===== config.mk =====
export PLATFORM = sky130hd
export DESIGN_NAME = forwarding_hazard_unit
export DESIGN_NICKNAME = d
export VERILOG_FILES = /design/src/rtl/cpu_types_pkg.sv /design/src/rtl/fwd_operand_slice.sv /design/src/rtl/forwarding_hazard_unit.sv
export SDC_FILE = /design/constraint.sdc
export NUM_CORES = 1
export LEC_CHECK = 0
export ABC_CLOCK_PERIOD_IN_PS = 4500
export CORE_MARGIN = 2
export CORE_UTILIZATION = 45
export CTS_CLUSTER_DIAMETER = 80
export DETAILED_ROUTE_END_ITERATION = 8
export PLACE_DENSITY = 0.87
export SYNTH_ARGS = -nofsm -noshare
export SYNTH_HDL_FRONTEND = slang
export SYNTH_HIERARCHICAL = 1
export SYNTH_SLANG_ARGS = --single-unit

===== constraint.sdc =====
create_clock -name CLK -period 4.5 [get_ports CLK]
set_input_delay 0.675 -clock CLK [delete_from_list [all_inputs] [get_ports CLK]]
set_output_delay 0.675 -clock CLK [all_outputs]
set_load 0.01 [all_outputs]

===== src/rtl/cpu_types_pkg.sv =====
// rtl/cpu_types_pkg.sv - shared CPU register/data types and forwarding select-width helper
package cpu_types_pkg;

    localparam int REG_BITS  = 5;
    localparam int WORD_BITS = 32;

    typedef logic [REG_BITS-1:0]  regbits_t;
    typedef logic [WORD_BITS-1:0] word_t;

    // Select encodes RF (0), each stage (1..nsrc) and the capture register (nsrc+1).
    function automatic int fwd_selw(input int nsrc);
        return $clog2(nsrc + 2);
    endfunction

endpackage


===== src/rtl/fwd_operand_slice.sv =====
// rtl/fwd_operand_slice.sv - per-operand producer match, priority select, capture register and stall term
import cpu_types_pkg::*;

module fwd_operand_slice #(
    parameter int NSRC  = 3,
    parameter int REGW  = 5,
    parameter int DATAW = 32,
    parameter int SELW  = fwd_selw(NSRC)
) (
    input  logic                  CLK,
    input  logic                  nRST,
    input  logic [REGW-1:0]       rs,
    input  logic [DATAW-1:0]      rf_data,
    input  logic [NSRC-1:0]       src_regwrite,
    input  logic [NSRC*REGW-1:0]  src_rd,
    input  logic [NSRC*DATAW-1:0] src_wdata,
    input  logic [NSRC-1:0]       src_dvalid,
    input  logic                  ex_stall,
    input  logic                  flush,
    output logic [SELW-1:0]       sel,
    output logic [DATAW-1:0]      data,
    output logic                  stall
);

    logic              win_found;
    logic              win_dvalid;
    logic [SELW-1:0]   win_sel;
    logic [DATAW-1:0]  win_data;
    logic              cap_valid;
    logic [DATAW-1:0]  cap_data;

    // Find the youngest matching producer; scanning old-to-young lets the youngest overwrite.
    always_comb begin
        win_found  = 1'b0;
        win_dvalid = 1'b0;
        win_sel    = '0;
        win_data   = '0;
        for (int i = NSRC - 1; i >= 0; i--) begin
            if (src_regwrite[i] && (src_rd[i*REGW +: REGW] != '0) &&
                (src_rd[i*REGW +: REGW] == rs)) begin
                win_found  = 1'b1;
                win_dvalid = src_dvalid[i];
                win_sel    = SELW'(i + 1);
                win_data   = src_wdata[i*DATAW +: DATAW];
            end
        end
    end

    // Capture wins over live forwarding; an invalid youngest producer stalls rather than falling back.
    always_comb begin
        if (cap_valid) begin
            sel  = SELW'(NSRC + 1);
            data = cap_data;
        end else if (win_found) begin
            sel  = win_sel;
            data = win_data;
        end else begin
            sel  = '0;
            data = rf_data;
        end
        stall = !cap_valid && win_found && !win_dvalid;
    end

    // Hold the forwarded value while EX is frozen so it outlives the producer draining away.
    always_ff @(posedge CLK or negedge nRST) begin
        if (!nRST) begin
            cap_valid <= 1'b0;
            cap_data  <= '0;
        end else if (flush || !ex_stall) begin
            cap_valid <= 1'b0;
        end else if (!cap_valid && win_found && win_dvalid) begin
            cap_valid <= 1'b1;
            cap_data  <= win_data;
        end
    end

endmodule


===== src/rtl/forwarding_hazard_unit.sv =====
// rtl/forwarding_hazard_unit.sv - EX operand forwarding and data-hazard unit; FWD_PERF_EN adds perf counters
import cpu_types_pkg::*;

module forwarding_hazard_unit #(
    parameter int NSRC  = 3,
    parameter int NOPS  = 2,
    parameter int REGW  = 5,
    parameter int DATAW = 32
) (
    input  logic                                 CLK,
    input  logic                                 nRST,
    input  logic [NOPS*REGW-1:0]                 ex_rs,
    input  logic [NOPS*DATAW-1:0]                ex_rf_data,
    input  logic [NSRC-1:0]                      src_regwrite,
    input  logic [NSRC*REGW-1:0]                 src_rd,
    input  logic [NSRC*DATAW-1:0]                src_wdata,
    input  logic [NSRC-1:0]                      src_dvalid,
    input  logic                                 ex_stall,
    input  logic                                 flush,
    output logic [NOPS*fwd_selw(NSRC)-1:0]       fwd_sel,
    output logic [NOPS*DATAW-1:0]                fwd_data,
    output logic                                 data_stall
`ifdef FWD_PERF_EN
    ,
    output logic [31:0]                          perf_stall_cnt,
    output logic [NSRC*32-1:0]                   perf_fwd_cnt
`endif
);

    localparam int SELW = fwd_selw(NSRC);

    logic [NOPS-1:0] op_stall;

    genvar k;
    generate
        for (k = 0; k < NOPS; k++) begin : g_op
            fwd_operand_slice #(
                .NSRC (NSRC),
                .REGW (REGW),
                .DATAW(DATAW),
                .SELW (SELW)
            ) u_slice (
                .CLK         (CLK),
                .nRST        (nRST),
                .rs          (ex_rs[k*REGW +: REGW]),
                .rf_data     (ex_rf_data[k*DATAW +: DATAW]),
                .src_regwrite(src_regwrite),
                .src_rd      (src_rd),
                .src_wdata   (src_wdata),
                .src_dvalid  (src_dvalid),
                .ex_stall    (ex_stall),
                .flush       (flush),
                .sel         (fwd_sel[k*SELW +: SELW]),
                .data        (fwd_data[k*DATAW +: DATAW]),
                .stall       (op_stall[k])
            );
        end
    endgenerate

    // Any operand waiting on an in-flight producer freezes EX.
    assign data_stall = |op_stall;

`ifdef FWD_PERF_EN
    logic [NSRC-1:0] stage_used;

    // A stage supplies an operand when some operand's select points directly at it.
    always_comb begin
        stage_used = '0;
        for (int s = 0; s < NSRC; s++) begin
            for (int o = 0; o < NOPS; o++) begin
                if (fwd_sel[o*SELW +: SELW] == SELW'(s + 1)) begin
                    stage_used[s] = 1'b1;
                end
            end
        end
    end

    // Stall-cycle counter; wraps naturally and ignores flush.
    always_ff @(posedge CLK or negedge nRST) begin
        if (!nRST) begin
            perf_stall_cnt <= '0;
        end else if (data_stall) begin
            perf_stall_cnt <= perf_stall_cnt + 32'd1;
        end
    end

    genvar s;
    generate
        for (s = 0; s < NSRC; s++) begin : g_perf
            // Per-stage forwarding counter, only for cycles where EX actually advances.
            always_ff @(posedge CLK or negedge nRST) begin
                if (!nRST) begin
                    perf_fwd_cnt[s*32 +: 32] <= '0;
                end else if (stage_used[s] && !ex_stall) begin
                    perf_fwd_cnt[s*32 +: 32] <= perf_fwd_cnt[s*32 +: 32] + 32'd1;
                end
            end
        end
    endgenerate
`endif

endmodule

==> results of run 1 <==
-- synthesized netlist by cell type (2+ instances only) --
cell	number	area share
a311oi_4	2	0.0095
nand4_1	2	0.0023
or2_0	2	0.0023
xnor2_1	18	0.028
nor3_2	2	0.0036
o21ai_0	2	0.0018
buf_1	4	0.0027
o21ai_1	2	0.0018
buf_2	8	0.0072
mux2i_1	64	0.12
a211oi_2	2	0.0045
buf_6	8	0.016
o2bb2ai_1	64	0.10
nor4_4	2	0.0077
nor4b_1	2	0.0032
nor3_1	8	0.0072
nand2_1	8	0.0054
dfrtp_1	66	0.30
and4_1	2	0.0032
a22oi_1	64	0.086
a21oi_2	2	0.0032
or4_4	2	0.0041
nand3_1	68	0.061
o41ai_1	2	0.0032
buf_4	2	0.0027
xor2_1	6	0.0095
nor2_1	12	0.0081
clkbuf_1	42	0.028
and2_1	2	0.0023
a21o_1	2	0.0027
a21oi_1	130	0.12
nor2b_1	2	0.0023
nor4_1	2	0.0023
inv_1	64	0.043
or3_1	2	0.0023
-- metrics by stage --
step	cells	setup WS [ns]	hold WS [ns]	power, mW
final	1070	0.251	0.519	1.81
after floorplan	673	1.38	0.379	0.811
after detailed placement	1051	0.181	0.509	1.17
after global placement	1051	0.231	0.496	1.16
after global routing	1070	0.0787	0.529	1.88
after CTS	1066	0.146	0.522	1.82
-- worst max path at each step --
stage	from	to	cells after the start
floorplan	src_rd[5]	fwd_data[22]	7
detailed placement	src_rd[10]	fwd_data[0]	9
finish	src_rd[10]	data_stall	10
CTS	src_rd[10]	fwd_data[0]	9
global placement	src_rd[13]	fwd_data[28]	9
global route	src_rd[1]	data_stall	10
-- cell type report --
cell class,count,share of cell area
multi-input cells,479,0.390
repair buffers,299,0.341
flip-flops and latches,66,0.190
clock buffers,12,0.0283
inverters,64,0.0276
well taps,147,0.0212
clock inverters,3,0.00201
-- registers in the layout, summed over array words and instances (netlist names) --
name and cells:
g_op.u_slice/cap_data 64, g_op.u_slice/cap_valid 2
-- where the power goes --
part	internal, mW	leakage (nW)	total (mW)	switching, mW
registers	0.611	0.589	0.616	0.00476
logic	0.322	2.76	0.552	0.230
clock network	0.383	0.128	0.642	0.259
-- per-layer routing --
metal	track usage	share of wire
met5	0	0
met4	0.177	0.038
met3	0.0722	0.095
met2	0.565	0.48
met1	0.400	0.38
-- worst max-delay path, stage by stage --
cell             delay [ns]
clkdlybuf4s50_1        0.51
o41ai_1                0.61
a211oi_4               0.14
buf_4                  0.19
buf_4                  0.14
a311oi_4               0.34
nor2_1                 0.08
nor3_1                 0.18
or2_1                  0.13
clkdlybuf4s50_1        0.58
-- repair_timing --
item                       in CTS  in global routing
resized for setup               0                  0
setup endpoints to repair       0                  6
buffers inserted                0                  4
-- cells by family after synthesis --
kind of cell           Yosys count  share of synthesized area
XOR/XNOR                        24                     0.0378
AO/OA/AOI/OAI                  272                      0.331
buffers and inverters          128                      0.100
flip-flops                      66                      0.297
AND/OR/NAND/NOR                119                      0.118
multiplexers                    64                      0.115
==> run metrics, run 1 <==
Fill cells between 900 and 1000; Max Freq 235 MHz; critical path class in2out; max-slew violations 0; worst r2r src g_op[1].u_slice/cap_valid; reg-to-reg critical path endpoint g_op[1].u_slice/cap_data[12]; Synth Cell Area 5560 um2; Syn-to-layout area delta 56.5%; Rows 40; CP arrival 3.57 ns; multi-input logic area approximately 3400 um2; CP endpoint kind output port; Yosys cell types 36; Post-synth EDFFs 0; Final Net Count 1114; Post-DRT Antenna Nets 0; RSZ-0062 raised after global routing false; clk buf depth 2; Seq cells post-synth 66; worst-case hold path end point g_op[0].u_slice/cap_data[27]; Reg2Reg Setup Slack 2.28 ns; Core Footprint 12000 um2; Vias/cell a little over 6; Hold Buf Count CTS 0; final hold viol count 0; Clock H-tree levels 3; via total after detailed routing around 6700; layout cells sized above 1 0.0715; CP required 3.83 ns; Post-Route Setup TNS 0 ns; TritonCTS clock tree done; Ys Warns 6; CTS Sinks 66; Starting Density 0.463; Slew @ Worst Pin 1.11 ns; final cell utilization of the core 0.724; CP max FO 4; Port Buf Inserts about 270; WL per Instance 21.0 um; final instance area 8690 um2; status finished clean; Peak VDD IR 131 uV; global-route wire length before repair 34400 um; final critical-path required period 4.25 ns; total gr overflow 0; top_reg_cell synth dfrtp_1; full die area 13300 um2; Num CTS Buffers 9; CTS Root Buffer Type clkbuf_16; via count of the first global-routing pass 6704; IO Count 266; die width ~120 um; clk slew on worst S/H paths 0.05 ns; most common cell after layout, fill and taps aside clkdlybuf4s50_1; 1st-pass router iterations 5; Post-synth ARST share 1.00; Worst-Skew Late Latency ~0.32 ns; # setup viols final 0; Placed Area 8400 um2; register area about 1700 um2; diode count 0; Syn Inst Count approximately 670; DP Wirelength 16200 um; Seq/Total Area, Yosys 0.297; Startpoint Class input pin; PwrDens about 210 nW/um2; worst min-delay path category reg2reg; Max-Cap Viols 0; die height 115 um; Slew HR 0.262; DRT iter0 DRCs 613; drt drc 0; gr usage total 0.335; Reg2Reg Depth 4; initial antenna violation count 0; fin crit share 0.944; Mapped Nets approximately 870; GPL Wtd Cong about 0.94; most frequent cells in the layout 264 x clkdlybuf4s50_1, 130 x a21oi_1, 68 x nand3_1; syn avg cell area 8.26 um2; Hold Path Stages 2; pin count of the biggest net entering global routing 48; Leakage roughly 3.5 nW; HP Start g_op[0].u_slice/cap_data[27]; Total Wirelength 22500 um; Final Skew 0.00429 ns
Power figures use the tool's default switching activity.
==> run 2: changes to the inputs <==
--- a/config.mk
+++ b/config.mk
@@ -10,6 +10,7 @@
 export CORE_UTILIZATION = 45
 export CTS_CLUSTER_DIAMETER = 80
 export DETAILED_ROUTE_END_ITERATION = 8
+export MAX_ROUTING_LAYER = met4
 export PLACE_DENSITY = 0.87
 export SYNTH_ARGS = -nofsm -noshare
 export SYNTH_HDL_FRONTEND = slang
==> run metrics, run 2 (same netlist as run 1, synthesis figures left out) <==
DP Wirelength 15800 um (-2.6%); Syn-to-layout area delta 56.6% (about the same); clock network fraction of total power 0.398 (+0.043); TritonCTS clock tree done; WL per Instance 20.6 um (-1.9%); worst r2r src g_op[0].u_slice/cap_valid; Port Buf Inserts 265 (unchanged); Starting Density 0.463 (unchanged); RSZ-0062 raised after global routing false; Sw Ratio 0.253 (-0.0193); clk buf depth 2 (unchanged); Num CTS Buffers 9 (unchanged); Core Footprint 12000 um2 (unchanged); fin crit share 0.944 (about the same); max-slew violations 0 (unchanged); 1st-pass router iterations 5 (unchanged); # setup viols final 0 (unchanged); CTS Root Buffer Type clkbuf_16; Slew @ Worst Pin 0.863 ns (-0.243 ns); CP max FO 14 (+10); most frequent cells in the layout 264 x clkdlybuf4s50_1, 130 x a21oi_1, 68 x nand3_1; Hold Buf Count CTS 0 (unchanged); most common cell after layout, fill and taps aside clkdlybuf4s50_1; Leakage 3.48 nW (-0.14%); registers with the most flip-flops g_op.u_slice/cap_data (64), g_op.u_slice/cap_valid (2); gr usage total 0.338 (+0.00333); Fill cells 939 (-4.8%); CP Launch Point src_rd[13]; Vias/cell 6.17 (-0.75%); drt drc 0 (unchanged); die height 115 um (unchanged); Total Power 1.93 mW (+6.9%); max reg flops 64 (unchanged); GPL Wtd Cong 0.963 (+2.8%); Worst-Skew Late Latency 0.33 ns (about the same); Worst Setup Slack post-DPL 0.267 ns (+0.0862 ns); final hold viol count 0 (unchanged); global-route wire length before repair 33600 um (-2.2%); PwrDens 222 nW/um2 (+6.8%); Startpoint Class input pin; Internal Power 1.44 mW (+9.7%); multi-input logic area 3390 um2 (unchanged); CTS Sinks 66 (unchanged); CP required 3.83 ns (about the same); via count of the first global-routing pass 6576 (-1.9%); final worst slack 0.253 ns (+0.00227 ns); total gr overflow 0 (unchanged); CP arrival 3.57 ns (about the same); Sw Pwr 0.490 mW (-0.69%); full die area 13300 um2 (unchanged); CP endpoint kind output port; Slew HR 0.425 (+0.162); Comb pwr share 0.283 (-0.022); Total Wirelength 22000 um (-2.3%); register area 1650 um2 (unchanged); layout cells sized above 1 0.0664 (-0.00506); critical path class in2out; DRT iter0 DRCs 594 (-3.1%); worst min-delay path category in2async; Max-Cap Viols 0 (unchanged); status finished clean; Largest Register g_op.u_slice/cap_data; Max Freq 235 MHz (about the same); clk slew on worst S/H paths 0.05 ns (about the same); register share of total power 0.319 (-0.021); worst hold margin 0.423 ns (-0.0957 ns); IO Count 266 (unchanged); diode count 0 (unchanged); initial antenna violation count 0 (unchanged); # resized after CTS 0 (unchanged); final instance area 8700 um2 (about the same); Final Net Count 1109 (-0.45%); Peak VDD IR 128 uV (-2.9%); Placed Area 8380 um2 (-0.24%); Post CTS Setup Buffer Count 0 (unchanged); Post-DRT Antenna Nets 0 (unchanged); Final Skew 0.00679 ns (+0.00250 ns); die width 115 um (unchanged); via total after detailed routing 6573 (-1.2%); Rows 40 (unchanged); Clock H-tree levels 3 (unchanged); final critical-path required period 4.25 ns (-0.00227 ns); pin count of the biggest net entering global routing 47 (-2.1%); Post-Route Setup TNS 0 ns (unchanged)
## run 2: cell count changes in the layout (fill, tap and decap cells not counted)
cell        change
buf_12          -1
buf_4           -4
bufinv_16       +2
clkbuf_8        +1
clkinv_2        -2
clkinvlp_4      -1
## run 2: worst max-delay path: stages
cell             delay [ns]
clkdlybuf4s50_1        0.58
xnor2_1                0.15
nand3_1                0.15
a211oi_4               0.67
buf_4                  0.34
nand3_1                0.10
o2bb2ai_1              0.17
a22oi_1                0.17
clkdlybuf4s50_1        0.56
## run 2: per-stage QoR
step	utilization	instances
2_1_floorplan	-	673
3_3_place_gp	0.698	1050
3_5_place_dp	0.698	1050
4_1_cts	0.724	1065
5_1_grt	0.724	1065
6_report	0.724	1065
## run 2: power groups by stage
stage / clock network, mW / logic, mW / registers, mW
6_report: 0.770 / 0.548 / 0.616
5_1_grt: 0.814 / 0.585 / 0.617
4_1_cts: 0.781 / 0.546 / 0.616
3_5_place_dp: 0 / 0.542 / 0.627
3_3_place_gp: 0 / 0.538 / 0.626
2_1_floorplan: 0 / 0.185 / 0.625
## run 2: per-layer routing
metal / GRT usage / wire length (um)
met3: 0.0680 / 2170
met2: 0.553 / 10400
met5: - / 0
met4: 0.162 / 910
met1: 0.398 / 8450
## run 2: path summary, 6_finish.rpt
check | end | slack [ns] | depth (start not counted)
min reg2reg | g_op[0].u_slice/cap_data[20] | 0.52 | 2
min | g_op[1].u_slice/cap_data[10] | 0.42 | 1
min in group CLK | g_op[0].u_slice/cap_data[20] | 0.52 | 2
max reg2reg | g_op[0].u_slice/cap_data[3] | 2.34 | 4
max | fwd_data[10] | 0.25 | 9
max in group asynchronous | g_op[1].u_slice/cap_data[27] | 3.05 | 2
## run 2: final cells by class
type | instances | area share
flip-flops and latches | 66 | 0.190
repair buffers | 294 | 0.335
clock inverters | 2 | 0.00690
clock buffers | 13 | 0.0299
multi-input cells | 479 | 0.389
well taps | 147 | 0.0211
inverters | 64 | 0.0276
==> run 3: changes to the inputs <==
--- a/config.mk
+++ b/config.mk
@@ -6,12 +6,13 @@
 export NUM_CORES = 1
 export LEC_CHECK = 0
 export ABC_CLOCK_PERIOD_IN_PS = 4500
+export CORE_ASPECT_RATIO = 2
 export CORE_MARGIN = 2
 export CORE_UTILIZATION = 45
 export CTS_CLUSTER_DIAMETER = 80
 export DETAILED_ROUTE_END_ITERATION = 8
 export MAX_ROUTING_LAYER = met4
-export PLACE_DENSITY = 0.87
+export PLACE_DENSITY = 0.95
 export SYNTH_ARGS = -nofsm -noshare
 export SYNTH_HDL_FRONTEND = slang
 export SYNTH_HIERARCHICAL = 1
==> run metrics, run 3 (same netlist as run 1, synthesis figures left out) <==
status finished clean; register share of total power 0.321 (+0.002); max-slew violations 0 (unchanged); clock network fraction of total power 0.390 (-0.008); final hold viol count 0 (unchanged); worst r2r src g_op[0].u_slice/cap_valid; CP required 3.83 ns (about the same); initial antenna violation count 1 (+1); total gr overflow 0 (unchanged); PwrDens 221 nW/um2 (-0.64%); Reg2Reg Setup Slack 2.26 ns (-0.08 ns); CP max FO 13 (-1); CP arrival 3.54 ns (-0.03 ns); full die area 13300 um2 (+0.41%); Hold Buf Count CTS 0 (unchanged); DP Wirelength 17100 um (+8.6%); Max Freq 237 MHz (+0.70%); most frequent cells in the layout 264 x clkdlybuf4s50_1, 130 x a21oi_1, 68 x nand3_1; gr usage total 0.363 (+0.0253); drt drc 0 (unchanged); final critical-path required period 4.22 ns (-0.0297 ns); # resized after CTS 0 (unchanged); DRT iter0 DRCs 550 (-7.4%); pin count of the biggest net entering global routing 49 (+4.3%); register area 1650 um2 (unchanged); Startpoint Class input pin; Total Wirelength 23500 um (+6.8%); most common cell after layout, fill and taps aside clkdlybuf4s50_1; Vias/cell 6.32 (+2.5%); Sw Ratio 0.267 (+0.0141); Post-DRT Antenna Nets 0 (unchanged); RSZ-0062 raised after global routing false; TritonCTS clock tree done; Post-Route Setup TNS 0 ns (unchanged); IO Count 266 (unchanged); die height 161 um (+40%); via count of the first global-routing pass 6945 (+5.6%); GPL Wtd Cong 0.934 (-3.0%); layout cells sized above 1 0.0717 (+0.00521); Largest Register g_op.u_slice/cap_data; Fill cells 947 (+0.85%); Slew @ Worst Pin 1.05 ns (+0.190 ns); Reg2Reg Depth 4 (unchanged); clk slew on worst S/H paths 0.06 ns (about the same); Leakage 3.48 nW (+0.15%); Comb pwr share 0.289 (+0.006); clk buf depth 2 (unchanged); Total Power 1.92 mW (-0.78%); Num CTS Buffers 9 (unchanged); # setup viols final 0 (unchanged); global-route wire length before repair 35800 um (+6.4%); Sw Pwr 0.513 mW (+4.8%); WL per Instance 22.0 um (+6.4%); Starting Density 0.458 (-0.00430); CTS Root Buffer Type clkbuf_16; Clock H-tree levels 3 (unchanged); Syn-to-layout area delta 56.4%; 1st-pass router iterations 5 (unchanged); Internal Power 1.41 mW (-2.7%); fin crit share 0.937 (-0.00661); worst hold margin 0.516 ns (+0.0926 ns); Post CTS Setup Buffer Count 0 (unchanged); multi-input logic area 3390 um2 (unchanged); worst min-delay path category in2async; Port Buf Inserts 265 (unchanged); reg-to-reg critical path endpoint g_op[0].u_slice/cap_data[12]; Slew HR 0.298 (-0.126); Max-Cap Viols 0 (unchanged); Final Net Count 1111 (+0.18%); Core Footprint 12100 um2 (+0.94%); CP endpoint kind output port; max reg flops 64 (unchanged); via total after detailed routing 6761 (+2.9%); CTS Sinks 66 (unchanged); die width 82.6 um (-28%); Final Skew 0.00454 ns (-0.00225 ns); final cell utilization of the core 0.717 (-0.00776); Rows 57 (+43%); registers with the most flip-flops g_op.u_slice/cap_data (64), g_op.u_slice/cap_valid (2); Peak VDD IR 219 uV (+72%); critical path class in2out; Worst-Skew Late Latency 0.33 ns (about the same)
[run 3: changes by cell type in the layout (fill, tap and decap cells not counted), sizes merged]
cell    delta
clkinv     +3
buf        +2
clkbuf     -1
bufinv     -1
diode      +1
[run 3: layout make-up]
type	instances	area share
well taps	147	0.0212
flip-flops and latches	66	0.190
clock inverters	4	0.00562
multi-input cells	479	0.390
diodes	1	0.000288
clock buffers	12	0.0307
repair buffers	296	0.334
inverters	64	0.0276
[run 3: power groups by stage]
stage | sequential [mW] | clock, mW | combinational, mW
final | 0.616 | 0.748 | 0.555
after CTS | 0.616 | 0.751 | 0.552
after global placement | 0.626 | 0 | 0.541
after global routing | 0.617 | 0.778 | 0.590
after floorplan | 0.625 | 0 | 0.185
after detailed placement | 0.627 | 0 | 0.547
[run 3: worst max path at each step]
stage / startpoint / to / slack [ns]
floorplan: src_rd[5] / fwd_data[22] / 1.38
global placement: src_rd[13] / fwd_data[6] / 0.30
detailed placement: ex_rs[0] / fwd_data[3] / 0.27
CTS: ex_rs[0] / fwd_data[3] / 0.27
global route: src_rd[0] / data_stall / 0.10
finish: src_rd[5] / fwd_data[58] / 0.28
[run 3: critical path, cell delays in order]
cell	delay (ns)
clkdlybuf4s50_1	0.50
or4_4	0.57
a21oi_2	0.19
nor3_2	0.09
nor3_4	0.26
buf_4	0.28
a21oi_1	0.12
a22oi_1	0.23
clkdlybuf4s50_1	0.63
[run 3: through the flow]
step	worst slack, ns	instances	area [um2]
6_report	0.283	1069	8690
5_1_grt	0.104	1069	8690
4_1_cts	0.266	1068	8690
3_5_place_dp	0.267	1052	8370
3_3_place_gp	0.302	1052	8370
2_1_floorplan	1.38	673	5560
[run 3: routing by layer]
layer  part of all wire  global-route usage
met1               0.34               0.391
met2               0.51               0.603
met3              0.081              0.0615
met4              0.067               0.221
met5                  0                   -
